==> src/rtl/serial_deser.sv <==
// Serial-to-parallel deserializer: start bit, DATA_W data bits LSB first, stop bit.
// Completed words are held on dout with a valid/ack handshake; framing errors and overruns pulse.
module serial_deser #(
  parameter int DATA_W = 8
) (
  input  logic              clk,
  input  logic              rst,
  input  logic              ce,
  input  logic              din,
  output logic [DATA_W-1:0] dout,
  output logic              dvalid,
  input  logic              dack,
  output logic              busy,
  output logic              frame_err,
  output logic              overrun
);
  localparam int CW = $clog2(DATA_W + 1);

  localparam logic [1:0] IDLE = 2'd0;
  localparam logic [1:0] DATA = 2'd1;
  localparam logic [1:0] STOP = 2'd2;

  logic [1:0]        state, state_nxt;
  logic [CW-1:0]     cnt;
  logic [DATA_W-1:0] sr;
  logic              load;

  assign load = ce && (state == STOP) && din;

  always_comb begin
    state_nxt = state;
    if (ce) begin
      case (state)
        IDLE:    if (!din) state_nxt = DATA;
        DATA:    if (cnt == CW'(DATA_W - 1)) state_nxt = STOP;
        STOP:    state_nxt = IDLE;
        default: state_nxt = IDLE;
      endcase
    end
  end

  always_ff @(posedge clk or posedge rst) begin
    if (rst) begin
      state     <= IDLE;
      cnt       <= '0;
      sr        <= '0;
      dout      <= '0;
      dvalid    <= 1'b0;
      busy      <= 1'b0;
      frame_err <= 1'b0;
      overrun   <= 1'b0;
    end else begin
      state     <= state_nxt;
      busy      <= (state_nxt != IDLE);
      frame_err <= 1'b0;
      overrun   <= 1'b0;
      if (ce) begin
        case (state)
          IDLE: if (!din) cnt <= '0;
          DATA: begin
            // Right shift: the first (LSB) bit ends up at bit 0 after DATA_W shifts.
            sr  <= {din, sr[DATA_W-1:1]};
            cnt <= cnt + 1'b1;
          end
          STOP: if (!din) frame_err <= 1'b1;
          default: ;
        endcase
      end
      if (load) begin
        dout    <= sr;
        dvalid  <= 1'b1;
        overrun <= dvalid && !dack;
      end else if (dack && dvalid) begin
        dvalid <= 1'b0;
      end
    end
  end
endmodule

==> config.mk <==
export PLATFORM = sky130hd
export DESIGN_NAME = serial_deser
export DESIGN_NICKNAME = d
export VERILOG_FILES = /design/src/rtl/serial_deser.sv
export SDC_FILE = /design/constraint.sdc
export NUM_CORES = 1
export LEC_CHECK = 0
export CAP_MARGIN = 30
export CORE_MARGIN = 5
export CORE_UTILIZATION = 55
export CTS_BUF_LIST = sky130_fd_sc_hd__clkbuf_4
export DETAILED_ROUTE_END_ITERATION = 7
export PLACE_DENSITY = 0.81
export SLEW_MARGIN = 10
export SYNTH_ARGS = -nofsm -noshare
export SYNTH_HDL_FRONTEND = slang
export SYNTH_SLANG_ARGS = --single-unit
==> constraint.sdc <==
create_clock -name clk -period 1.5 [get_ports clk]
set_clock_uncertainty 0.05 [all_clocks]
set_input_delay 0.3 -clock clk [delete_from_list [all_inputs] [get_ports clk]]
set_output_delay 0.3 -clock clk [all_outputs]
set_load 0.02 [all_outputs]
* After elaboration in Yosys (flattened, before gate mapping) *
Index checks and enable logic that the tools add are counted.
Widths: inputs -> output; s select.

storage, ports and cells
  flip-flop bits (word level) = 26
  bits of input ports = 5
  word-level logic and storage cells = 36

operators by class
  equal/unequal tests = 4
  mux-type cells = 12
  reduce and logical (&&, ||, !) cells = 11
  add/subtract/negate cells = 1

operators by type and width
  cell                 number
  $pmux 4 s2           1
  $mux 1               6
  $mux 2               3
  $reduce_bool 2->1    3
  $add 4x1->4 const B  1
  $eq 4x3->1 const B   1
  $logic_and 1x1->1    4
  $mux 4               1
  $pmux 2 s2           1
  $reduce_and 3->1     1
  $eq 2x1->1 const B   1
  $eq 2x2->1 const B   1
  $logic_not 2->1      1
  $ne 2x2->1 const B   1
  $reduce_and 2->1     1
  $logic_not 1->1      1

* Depth between registers and ports, before layout *
Gate-level depths: netlist of run 1.

  depth after elaboration = 5
  depth in mapped cells = 4
  gate-level depth less buffers = 4

* Worst setup path after synthesis of run 1 *
OpenSTA, ideal clock, no wires.

  path type = flip-flop to flip-flop
  start = register state[1]
  end = register sr[0]
  path slack = 0.202 ns
  arrival = 1.123 ns
  setup time = 0.125 ns
  path buffers = 0
  stages on the path, launching flop included = 4
  path through = dfrtp_1 > and2b_4 > nand2_8 > mux2_4

between the ends
  cells in the longest elaborated chain, start to end = 2

RTL lines
  what                               line  RTL
  start: declaration                 23    logic [1:0] state, state_nxt;
  start signal: assignment           53    state <= state_nxt;
  $eq 2x1->1                         58    case (state)
  $reduce_and 2->1 (no source line)  --
  end signal: assignment             62    sr <= {din, sr[DATA_W-1:1]};
  end: declaration                   25    logic [DATA_W-1:0] sr;

Every way passes these cells.
A chain may end at the register's enable or synchronous reset.

* Worst setup path in the final report of run 1 *
  start = register dout[3]
  end = output port dout[3]

RTL lines
  what                      line  RTL
  start: declaration        10    output logic [DATA_W-1:0] dout,
  start signal: assignment  70    dout <= sr;

No word-level cell between the ends.

==> results of run 1 <==
## synth_stat cells, drive strengths merged, types with 2 or more instances
cell type   n
mux2       16
dfrtp      26
a22o        2
nor2        2
nand2b      5
nand2       4
and3        2
o21ai       7
inv         2
## worst max-delay path by stage
stage,end,from,slack [ps]
global placement,dout[6]$_DFFE_PP0P_,din,-140
finish,dout[3],dout[3]$_DFFE_PP0P_,120
global route,dout[1],dout[1]$_DFFE_PP0P_,70
CTS,dout[3],dout[3]$_DFFE_PP0P_,100
detailed placement,dout[3]$_DFFE_PP0P_,din,-170
floorplan,sr[0]$_DFFE_PP0P_,state[1]$_DFF_PP0_,200
## area by class of cell
| cell class | count | area share (%) |
|---|---|---|
| Sequential cell | 26 | 46.43 |
| Tap cell | 27 | 2.411 |
| Clock buffer | 3 | 1.607 |
| Inverter | 2 | 0.5357 |
| Multi-Input combinational cell | 48 | 34.38 |
| Timing Repair Buffer | 24 | 14.64 |
## metal layers
layer | track usage (%) | up-vias | part of all wire (%)
met4 | 3.125 | 0 | 0.53
li1 | - | 330 | -
met5 | 0 | - | 0
met1 | 16.57 | 326 | 44
met3 | 2.320 | 2 | 3.8
met2 | 23.82 | 10 | 51
## stage by stage
step | utilization (%) | hold WS (ps)
floorplan | - | 290.0
global placement | 70.33 | 438.2
detailed placement | 70.33 | 443.8
CTS | 70.71 | 285.0
global route | 70.71 | 326.5
finish | 70.71 | 271.7
## sequential cells by signal, indices dropped and copies added, names as in the netlist
signal and count:
dvalid 1, cnt 4, sr 8, dout 8, overrun 1, state 2
busy 1, frame_err 1
## placed cells by master, fill, tap and decap left out
cell	n
and3b_1	1
a22o_1	2
nand4b_1	1
nand2_8	1
inv_1	2
ha_1	1
nand2_1	3
nand3_4	1
nor2_1	2
a21oi_1	1
mux2_4	16
nor2b_4	1
clkbuf_4	3
o21ai_0	5
o211ai_1	1
clkdlybuf4s50_1	4
dfrtp_1	26
and3_1	2
dlygate4sd2_1	12
o31ai_2	1
buf_4	8
o21ai_1	2
a32o_1	1
nand2b_1	5
and2b_4	1
## power by group through the flow
stage / clock [mW] / combinational [mW] / sequential [mW]
2_1_floorplan: 0 / 0.535 / 1.11
3_3_place_gp: 0 / 0.738 / 1.09
3_5_place_dp: 0 / 0.768 / 1.11
4_1_cts: 0.288 / 0.737 / 1.10
5_1_grt: 0.314 / 0.793 / 1.14
6_report: 0.285 / 0.729 / 1.10
## cells by family (layout without fill, tap and decap cells)
kind of cell	Yosys count	after routing
DFF	26	26
and+or+nand+nor	18	18
muxes	16	16
AOI/OAI and AO/OA	13	13
buffers and inverters	3	29
adders and majority gates	1	1
==> summary.md, run 1 <==
| Metric | Value |
|---|---|
| Cells along the critical path | `dlygate4sd2_1` |
| Reg2reg start | `state[1]$_DFF_PP0_` |
| 1st-iter DRT viols | `5` |
| Mean Syn Cell Area | `14.95 µm²` |
| Post-Synth Adder-Cell Area | `1.087%` |
| R2r setup slk | `about 220 ps` |
| Hpwl dp | `~1400 µm` |
| Post-layout min period | `1385 ps` |
| Asr flop ratio synth | `between 90% and 100%` |
| Synth Area in Compound Gates | `7.609%` |
| Outcome | `complete, no violations` |
| Routability Congestion | `~0.77` |
| Net Sw Power | `667.5 µW` |
| Row cnt | `16` |
| EDFF count, synth | `0` |
| Comb power frac | `around 35%` |
| Top cells by area, synth | `dfrtp_1, mux2_4, nand2b_1` |
| IO Count | `17` |
| Multi-input gate area | `between 400 and 500 µm²` |
| Synth-to-Final Area Change | `21.74%` |
| Root buf cell | `clkbuf_4` |
| Drc violations | `0` |
| Syn Nets | `83` |
| Horiz. Die Dim | `around 56 µm` |
| Required @ worst endpoint | `between 1000 and 1500 ps` |
| CP max stage cell | `dfrtp_1` |
| Clk pwr share | `a little over an eighth` |
| Design area | `1401 µm²` |
| Layout Cells excl Fill | `130` |
| Pin count of the biggest net entering global routing | `27` |
| Power Internal | `1.442 mW` |
| Largest family of logic cells by synthesized area | `multiplexers` |
| Antenna violations before repair | `0` |
| CP startpoint kind | `flip-flop` |
| Critical Path Sink Type | `primary output` |
| Placed Cells | `127` |
| Register area share after synthesis | `between 50% and 60%` |
| Syn Std Cell Area | `1151 µm²` |
| RSZ-0062 raised after global routing | `false` |
| Synth unique cells | `22` |
| Average vias per placed instance | `5.138` |
| Num CTS Buffers | `3` |
| Fin crit share | `around 92%` |
| Setup WS post-layout | `115.4 ps` |
| # Post-CTS Setup Buffers | `0` |
| Synth Register Bits | `26` |
| Antenna Violating Nets Remaining | `0` |
| Synth top area share | `between 50% and 60%` |
| Total number of vias | `668` |
| Setup-failing EPs final | `0` |
| DP Worst Slack | `-172.5 ps` |
| Antenna Cells | `0` |
| CTS sink cnt | `26` |
| WP data arrival | `around 1000 ps` |
| Ys Warns | `0` |
| Layout net count | `~110` |
| Final Max Tran Viols | `0` |
| Hold Buf Count CTS | `0` |
| CP peak stage delay | `410 ps` |
| Total GRT Usage | `about an eighth` |
| Bufs and invs on worst path | `1` |
| Multiplexer share of the synthesized area | `20.87%` |
| Crit Path Class | `reg -> out` |
| Max Clk Rate | `a little over 0.7 GHz` |
| Max_slew headroom | `approximately 78%` |
| Worst VDD drop | `1084 µV` |
| Wire per inst | `approximately 15 µm` |
| Ys flop type | `dfrtp_1` |
| Fraction of layout instances using a drive strength above 1 | `a little under a third` |
| # H-tree levels | `1` |
| Pwr per Cell Area | `1505 nW/µm²` |
| Routed WL | `1892 µm` |
| Final Power | `2.109 mW` |
| Clk slew on worst S/H paths | `between 100 and 150 ps` |
| Area share of and/or/nand/nor cells after synthesis | `between 10% and 20%` |
| Reg area | `about 650 µm²` |
| Filler instances | `around 140` |
| Max-Cap Viols | `0` |
| TritonRoute pass-1 iters | `2` |
| CTS Buffer Depth | `2` |
| Share of total power in sequential cells | `a little over 50%` |
| Die footprint | `a little over 3000 µm²` |
| Switch share | `about a third` |
| First-pass GRT wire length | `3346 µm` |
| Syn Inst Count | `77` |
| Synth Area in XOR/XNOR | `0%` |
| Placement Cell Area | `1394 µm²` |
| Critical-path maximum fanout | `2` |
| Vias in the first global route | `between 700 and 800` |
| Worst Hold Class | `in -> async` |
| TNS Setup | `0 ps` |
| Family with the most delay on the worst path | `flip-flops` |
| Top cell type by total area after synthesis | `dfrtp_1` |
| Pleak | `around 0.74 nW` |
| Worst path depth | `1` |
| Die H | `approximately 56 µm` |
| Final Hold Viols | `0` |
| Core ar. | `1982 µm²` |
| TritonCTS clock tree | `built` |
| Post-CTS Resized | `12` |
| PortBufs | `16` |
| Starting Density | `around 58%` |
| GRT overflow | `0` |
| Worst-Skew Late Latency | `310 ps` |
| Worst r2r path cells | `3` |
| RR Endpoint | `sr[3]$_DFFE_PP0P_` |
| Worst Max-Slew Pin Slew | `between 300 and 400 ps` |
Power figures use the tool's default switching activity.
==> inputs of run 2 (changes only) <==
--- a/config.mk
+++ b/config.mk
@@ -10,6 +10,7 @@
 export CORE_UTILIZATION = 55
 export CTS_BUF_LIST = sky130_fd_sc_hd__clkbuf_4
 export DETAILED_ROUTE_END_ITERATION = 7
+export GPL_ROUTABILITY_DRIVEN = 1
 export PLACE_DENSITY = 0.81
 export SLEW_MARGIN = 10
 export SYNTH_ARGS = -nofsm -noshare
==> results of run 2 <==
Same layout as run 1: the final DEF is identical, and so are final timing and power.
==> inputs of run 3 (changes only) <==
--- a/config.mk
+++ b/config.mk
@@ -7,11 +7,11 @@
 export LEC_CHECK = 0
 export CAP_MARGIN = 30
 export CORE_MARGIN = 5
-export CORE_UTILIZATION = 55
+export CORE_UTILIZATION = 45
 export CTS_BUF_LIST = sky130_fd_sc_hd__clkbuf_4
 export DETAILED_ROUTE_END_ITERATION = 7
 export GPL_ROUTABILITY_DRIVEN = 1
-export PLACE_DENSITY = 0.81
+export PLACE_DENSITY = 0.68
 export SLEW_MARGIN = 10
 export SYNTH_ARGS = -nofsm -noshare
 export SYNTH_HDL_FRONTEND = slang
==> run 3 against run 2 <==
Critical path depth unchanged. Sequential power is essentially flat. First-iteration DRC count shrank 40%. Sequential share of layout area down 1.3 points. Largest cell class unchanged. Largest power group unchanged. Highest routed layer unchanged.
==> summary.md, run 3 (same netlist as run 1, synthesis figures left out) <==
| Metric | Value |
|---|---|
| Outcome | `complete, no violations` |
| Met1 GRT Util | `~17%` |
| # Post-CTS Setup Buffers | `0` |
| Fraction of layout instances using a drive strength above 1 | `approximately 32%` |
| Routability Congestion | `about 0.79` |
| Pin count of the biggest net entering global routing | `27` |
| Layout net count | `roughly 110` |
| TNS Setup | `0 ps` |
| Commonest non-fill, non-tap cell in the layout | `dfrtp_1` |
| Row cnt | `18` |
| Crit Path Class | `reg -> out` |
| Bufs and invs on worst path | `1` |
| Final Max Tran Viols | `0` |
| Pwr per Cell Area | `~1600 nW/µm²` |
| RSZ-0062 raised after global routing | `false` |
| Max Clk Rate | `between 0.7 and 0.8 GHz` |
| GRT overflow | `0` |
| Worst VDD drop | `about 930 µV` |
| Max_slew headroom | `approximately four fifths` |
| Horiz. Die Dim | `between 60 and 70 µm` |
| # H-tree levels | `1` |
| Worst Hold Class | `in -> async` |
| Routed WL | `1872 µm` |
| WP data arrival | `1060 ps` |
| Root buf cell | `clkbuf_4` |
| Synth-to-Final Area Change | `25.33%` |
| Clk slew on worst S/H paths | `between 100 and 150 ps` |
| Pleak | `approximately 0.76 nW` |
| Total GRT Usage | `12.32%` |
| TritonCTS clock tree | `built` |
| TritonRoute pass-1 iters | `3` |
| Average vias per placed instance | `between 4 and 5` |
| Starting Density | `46.89%` |
| Worst Max-Slew Pin Slew | `321.9 ps` |
| Num CTS Buffers | `3` |
| CP peak stage delay | `420 ps` |
| Placement Cell Area | `1405 µm²` |
| CTS Buffer Depth | `2` |
| Antenna Violating Nets Remaining | `0` |
| Clk pwr share | `roughly a fifth` |
| Wire per inst | `roughly 14 µm` |
| Drc violations | `0` |
| Core ar. | `2455 µm²` |
| Met3 usage | `2.766%` |
| CP max stage cell | `dfrtp_1` |
| Power Internal | `between 1.5 and 2 mW` |
| 1st-iter DRT viols | `3` |
| Setup-failing EPs final | `0` |
| Post-layout min period | `1414 ps` |
| PortBufs | `16` |
| Critical Path Start | `dout[7]$_DFFE_PP0P_` |
| Critical-path maximum fanout | `2` |
| Antenna Cells | `0` |
| Cells along the critical path | `dlygate4sd2_1` |
| Family with the most delay on the worst path | `flip-flops` |
| Required @ worst endpoint | `~1200 ps` |
| Share of total power in sequential cells | `47.1%` |
| Net Sw Power | `around 670 µW` |
| Design area | `between 1000 and 1500 µm²` |
| Vias in the first global route | `~690` |
| Critical Path Sink Type | `primary output` |
| First-pass GRT wire length | `around 3300 µm` |
| Hpwl dp | `~1400 µm` |
| Most frequent cells in the layout | `dfrtp_1, mux2_4, dlygate4sd2_1` |
| IO Count | `17` |
| GRT busiest layer | `met2` |
| Max-Cap Viols | `0` |
| Reg2reg start | `state[0]$_DFF_PP0_` |
| Switch share | `between 20% and 30%` |
| Worst-Skew Late Latency | `320 ps` |
| Biggest regs | `dout (8), sr (8), cnt (4)` |
| Comb power frac | `about 32%` |
| Die H | `slightly above 60 µm` |
| M2 GR Usage | `18.32%` |
| Antenna violations before repair | `0` |
| Final Hold Viols | `0` |
| Die footprint | `between 3000 and 4000 µm²` |
| Total number of vias | `672` |
| CTS sink cnt | `26` |
| CP startpoint kind | `flip-flop` |
| Fin crit share | `between 90% and 100%` |
[run 3: changes by cell type in the layout (fill, tap and decap cells not counted)]
cell,change
buf_4,+1
bufinv_16,+1
[run 3: repair_timing]
item,CTS,global route
resized for setup,12,0
hold buffers,0,0
endpoints found under the setup margin,12,0
[run 3: worst paths after layout]
kind	to	slack, ps	depth (start not counted)
setup / recovery	dout[7]	90	1
hold / removal	sr[4]$_DFFE_PP0P_	250	3
setup reg to reg	dout[6]$_DFFE_PP0P_	210	3
hold reg to reg	cnt[0]$_DFFE_PP0P_	470	1
max in group asynchronous	cnt[1]$_DFFE_PP0P_	900	3
min in group clk	cnt[0]$_DFFE_PP0P_	470	1
[run 3: routing by layer]
metal,wire (µm),vias up
met4,33,0
met1,860,324
met3,107,4
met5,0,-
li1,-,331
met2,870,13
[run 3: per-stage QoR]
step | hold WS (ps) | power [mW] | std cells | setup slack, ps | util [%]
2_1_floorplan | 290.0 | 1.643 | 77 | 202.0 | -
3_3_place_gp | 437.9 | 1.852 | 131 | -132.5 | 57.24
3_5_place_dp | 455.7 | 1.879 | 131 | -161.2 | 57.24
4_1_cts | 260.8 | 2.326 | 135 | 70.08 | 58.77
5_1_grt | 280.4 | 2.465 | 135 | 25.95 | 58.77
6_report | 252.7 | 2.303 | 135 | 85.65 | 58.77
[run 3: area by class of cell]
class / count / area [µm²]
Fill cell: 207 / 1012
Sequential cell: 26 / 650.6
Multi-Input combinational cell: 48 / 481.7
Timing Repair Buffer: 25 / 212.7
Tap cell: 30 / 37.54
Clock inverter: 1 / 30.03
Clock buffer: 3 / 22.52
Inverter: 2 / 7.507
[run 3: power groups by stage]
stage          clock network (mW)  logic [mW]  registers, mW
6_report                    0.479       0.739           1.09
5_1_grt                     0.526       0.814           1.12
4_1_cts                     0.489       0.748           1.09
3_5_place_dp                    0       0.776           1.10
3_3_place_gp                    0       0.754           1.10
2_1_floorplan                   0       0.535           1.11
